--- src/rtl/crc_pkg.sv ---
// Shared CRC-8 constants and the single-bit step function used by the serial
// CRC block, the receiver and any transmitter-side model.
package crc_pkg;

  localparam logic [7:0] CRC8_POLY = 8'h07;
  localparam logic [7:0] CRC8_INIT = 8'h00;

  // One MSB-first LFSR step; poly omits the implicit x^8 term.
  function automatic logic [7:0] crc8_step(
    input logic [7:0] crc,
    input logic       din,
    input logic [7:0] poly = CRC8_POLY
  );
    logic fb;
    fb = crc[7] ^ din;
    return {crc[6:0], 1'b0} ^ (fb ? poly : 8'h00);
  endfunction

endpackage

--- src/rtl/crc8_serial.sv ---
// Bit-serial CRC generator/checker: one message bit (MSB first) per enabled
// clock, remainder exposed straight from the register.
module crc8_serial
  import crc_pkg::*;
#(
  parameter int               WIDTH = 8,
  parameter logic [WIDTH-1:0] POLY  = WIDTH'(CRC8_POLY),
  parameter logic [WIDTH-1:0] INIT  = WIDTH'(CRC8_INIT)
) (
  input  logic             en,
  input  logic             clk,
  input  logic             rst_n,
  input  logic             din,
  output logic [WIDTH-1:0] crc_out
);

  logic [WIDTH-1:0] crc_next;

  // The 8-bit case shares the package step; other widths use the same rule inline.
  generate
    if (WIDTH == 8) begin : g_crc8
      always_comb begin
        crc_next = crc8_step(crc_out, din, POLY);
      end
    end else begin : g_generic
      always_comb begin
        crc_next = {crc_out[WIDTH-2:0], 1'b0} ^ ((crc_out[WIDTH-1] ^ din) ? POLY : '0);
      end
    end
  endgenerate

  always_ff @(posedge clk or negedge rst_n) begin
    if (!rst_n) begin
      crc_out <= INIT;
    end else if (en) begin
      crc_out <= crc_next;
    end
  end

endmodule

--- config.mk ---
export PLATFORM = sky130hd
export DESIGN_NAME = crc8_serial
export DESIGN_NICKNAME = d
export VERILOG_FILES = /design/src/rtl/crc_pkg.sv /design/src/rtl/crc8_serial.sv
export SDC_FILE = /design/constraint.sdc
export NUM_CORES = 1
export LEC_CHECK = 0
export BUFFER_PORTS_ARGS = -buffer_cell sky130_fd_sc_hd__buf_2
export CAP_MARGIN = 15
export CORE_AREA = 2 2 39 41
export DETAILED_ROUTE_END_ITERATION = 6
export DIE_AREA = 0 0 41 43
export GPL_TIMING_DRIVEN = 0
export SLEW_MARGIN = 20
export SYNTH_ARGS = -nofsm -noshare
export SYNTH_HDL_FRONTEND = slang
export SYNTH_SLANG_ARGS = --single-unit
--- constraint.sdc ---
create_clock -name clk -period 1.55 [get_ports clk]
set_clock_uncertainty 0.1 [all_clocks]
set_input_delay 0.2325 -clock clk [delete_from_list [all_inputs] [get_ports clk]]
set_output_delay 0.2325 -clock clk [all_outputs]
set_load 0.03 [all_outputs]
# Word level (Yosys, flattened, before mapping)
# Cells that the tools add are included.
[op_classes]
mux = 1
bitwise_logic = 2
[ops]
columns = ["cell", "count"]
rows = [
  ["$xor 8x3->8", 1],
  ["$mux 3", 1],
  ["$xor 1x1->1", 1],
]
[totals]
reg_bits = 8
out_inout_bits = 8
word_cells = 4

# Longest topological paths before layout
[logic_depth]
depth_word = 3
mapped_depth = 3

# Worst setup path after synthesis
# No wires, ideal clock.
[synth_timing]
path_kind = "reg-to-reg"
startpoint = "register crc_out[7]"
endpoint = "register crc_out[1]"
arrival_ns = 1.207
t_required_ns = 1.325
setup_slack_ns = 0.119
path_stages_with_launch = 3
path_buffers = 0
synth_period_minus_slack_ns = 1.431
path_cell_list = "dfrtp_1 > xor3_1 > mux2_2"
[synth_via]
elab_chain_len = 3
[synth_lines]
columns = ["item", "line_no", "text"]
rows = [
  ["start: declaration", "crc8_serial.sv:14", "output logic [WIDTH-1:0] crc_out"],
  ["start signal: assignment", "crc8_serial.sv:36", "crc_out <= crc_next;"],
  ["$xor 1x1->1", "crc_pkg.sv:15", "fb = crc[7] ^ din;"],
  ["$mux 3", "crc_pkg.sv:16", "return {crc[6:0], 1'b0} ^ (fb ? poly : 8'h00);"],
  ["$xor 8x3->8", "crc_pkg.sv:16", ""],
]
# Every way passes these cells.
# A chain may end at the register's enable or synchronous reset.

# Worst setup path in the final report
[layout_timing]
startpoint = "register crc_out[7]"
endpoint = "register crc_out[2]"
# Same word-level chain as after synthesis.

==> impl_metrics.tcl <==
set metrics [dict create \
    min_from "din" \
    yosysUniqueCellTypes 8 \
    path_buf_inv 0 \
    path_max_fanout 5 \
    regMostFlops "crc_out" \
    syn_inst 26 \
    place_area_um2 457 \
    crit_slowest_cell "dfrtp_1" \
    hold_class "primary input to register" \
    cts_num_sinks 8 \
    num_vias 241 \
    cp-start-kind "register" \
    core-area_mm2 0.00138 \
    tightest_slew_ns 0.214 \
    power.total_mw 1.19 \
    antennaDiodeCount 0 \
    hold_buffers 1 \
    synthAdderAreaFrac_pct 0 \
    endpoint_kind "register" \
    cts_inserted_buffers 3 \
    critPathKind "register to register" \
    rsz0062_at_grt "no" \
    whs_path_depth 3 \
    final_nets 46 \
    drt_wl_total_um 580 \
    setup-tns-final_ns 0 \
    required_ns 1.58 \
    ant_nets 0 \
    leakage_nw 0.241 \
    reg2reg_setup_slack_ns 0.24 \
    grt_max_degree 10 \
    yosys_warnings 0 \
    floorplan.rows 14 \
    die_y_um 43 \
    drive_above_1_share_pct 65.0 \
    ys_seq_area_share_pct 51.8 \
    cp_top_family "flip-flops" \
    die_width_um 41 \
    irDropWorstVdd_mv 0.726 \
    root_buffer "clkbuf_4" \
    clkLatencyLatePin_ns 0.25 \
    io_buffers 10 \
    fin_util_pct 35.4 \
    wire_per_inst_um 10.4 \
    finalSetupViolCount 0 \
    finish.instance_area_um2 489 \
    finalMaxSlewViolations 0 \
    min_period_ns 1.31 \
    largest_register_ff_count 8 \
    drtIter0Drc 0 \
    synth_top_family_by_area "multiplexers" \
    grt_remaining_overflow 0 \
    pwr_density_cell_mw_per_mm2 2440 \
    arrival_ns 1.34 \
    seq_area_um2 200 \
    slowest_delay_ns 0.44 \
    clk_pin_slew_ns 0.05 \
    synth_mux_area_share_pct 20.4 \
    multi_input_area_um2 144 \
    route.detailed.drc 0 \
    ios 12 \
    syn_area_per_cell_um2 14.9 \
    r2r-start "crc_out[7]" \
    cts_setup_buffers 0 \
    htreeDepth 1 \
    grt_pass1_vias 246 \
    area_delta_synth_final_pct 26.5 \
    gp_congestion 0.633 \
    dp_slack_ns 0.233 \
    cap_violations 0 \
    synth-xor-area-share_pct 14.6 \
    period_share_pct 84.2 \
    via_per_inst 4.30 \
    reg_top3 "crc_out x8" \
    n_fill_cell 151 \
    max_freq_mhz 766 \
    slew_headroom_pct 85.7 \
    grt_pass1_wl_um 897 \
    antenna_found_initial 0 \
    r2r-end "crc_out[2]" \
    finalHoldViolCount 0 \
    worstRegToRegCells 2 \
    start_util_pct 27.9 \
    ys_ff_latch 8 \
    setup_slack_ns 0.244 \
    hold-path-endpoint "crc_out[0]" \
    cts_tree "yes" \
    status "completed" \
    clockBufferDepth 2 \
    synth-compound-area-share_pct 1.29 \
    synthSimpleGateAreaFrac_pct 0.971 \
    drt_first_pass_iters 1 \
    grtUsageTotal_pct 8.52 \
    place.detailed.hpwl_um 439 \
    path_cells "xor3_1, mux2_2" \
    syn_area_um2 387 \
    die_area_mm2 0.00176 \
    ctsResizeCount 0 \
    syn_nets 30 \
]
## worst max-delay path by stage
stage,depth (start not counted),start,to,slack (ns)
final,2,crc_out[7],crc_out[2],0.24
after global placement,2,crc_out[7],crc_out[2],0.26
after global routing,2,crc_out[7],crc_out[2],0.18
after floorplan,2,crc_out[7],crc_out[1],0.12
after CTS,2,crc_out[7],crc_out[2],0.22
after detailed placement,2,crc_out[7],crc_out[2],0.23
## area by class of cell
cell class	count	share of cell area (%)
Tap cell	16	4.09
Clock buffer	3	4.60
Buffer	6	8.70
Sequential cell	8	40.9
Multi-Input combinational cell	12	29.4
Timing Repair Buffer	11	12.3
## report_power, final
part	internal (mW)	switching, mW	total, mW	leakage [nW]
Clock	0.0883	0.0666	0.155	0.0138
Combinational	0.317	0.316	0.633	0.134
Sequential	0.316	0.0901	0.406	0.0929
## per-stage QoR
| step | std cells | hold slack [ns] |
|---|---|---|
| global route | 56 | 0.213 |
| CTS | 56 | 0.197 |
| floorplan | 26 | -0.163 |
| global placement | 52 | -0.0191 |
| detailed placement | 52 | -0.0154 |
| finish | 56 | 0.202 |
## cell usage after synthesis
| cell type | instances | area, um2 |
|---|---|---|
| a21oi_1 | 1 | 5.00 |
| mux2_2 | 7 | 78.8 |
| dfrtp_1 | 8 | 200 |
| buf_4 | 5 | 37.5 |
| buf_2 | 1 | 5.00 |
| nor2_1 | 1 | 3.75 |
| xnor2_1 | 1 | 8.76 |
| xor3_1 | 2 | 47.6 |
## cell families (layout without fill, tap and decap cells)
group	after synthesis	count (layout)
AND/OR/NAND/NOR	1	1
AO/OA/AOI/OAI	1	1
flip-flops	8	8
buffers and inverters	6	20
multiplexers	7	7
XOR/XNOR	3	3
## layout by cell type, fill, tap and decap left out
| master | count |
|---|---|
| xnor2_1 | 1 |
| xor3_1 | 2 |
| clkbuf_4 | 3 |
| mux2_2 | 7 |
| buf_2 | 11 |
| dlygate4sd3_1 | 1 |
| dfrtp_1 | 8 |
| nor2_1 | 1 |
| a21oi_1 | 1 |
| buf_4 | 5 |
## layer usage
layer	vias to the layer above	track usage [%]	wire [um]
met3	4	6.28	45
met2	10	12.5	287
met5	-	0	0
li1	112	-	-
met1	115	6.64	227
met4	0	8.00	19
## worst min-delay path, delay by kind of cell
family | cells | cell delay, ns
buffers and inverters | 1 | 0.11
AO/OA/AOI/OAI | 1 | 0.06
XOR/XNOR | 1 | 0.11
Note: power is estimated with default switching activity, not from simulation.
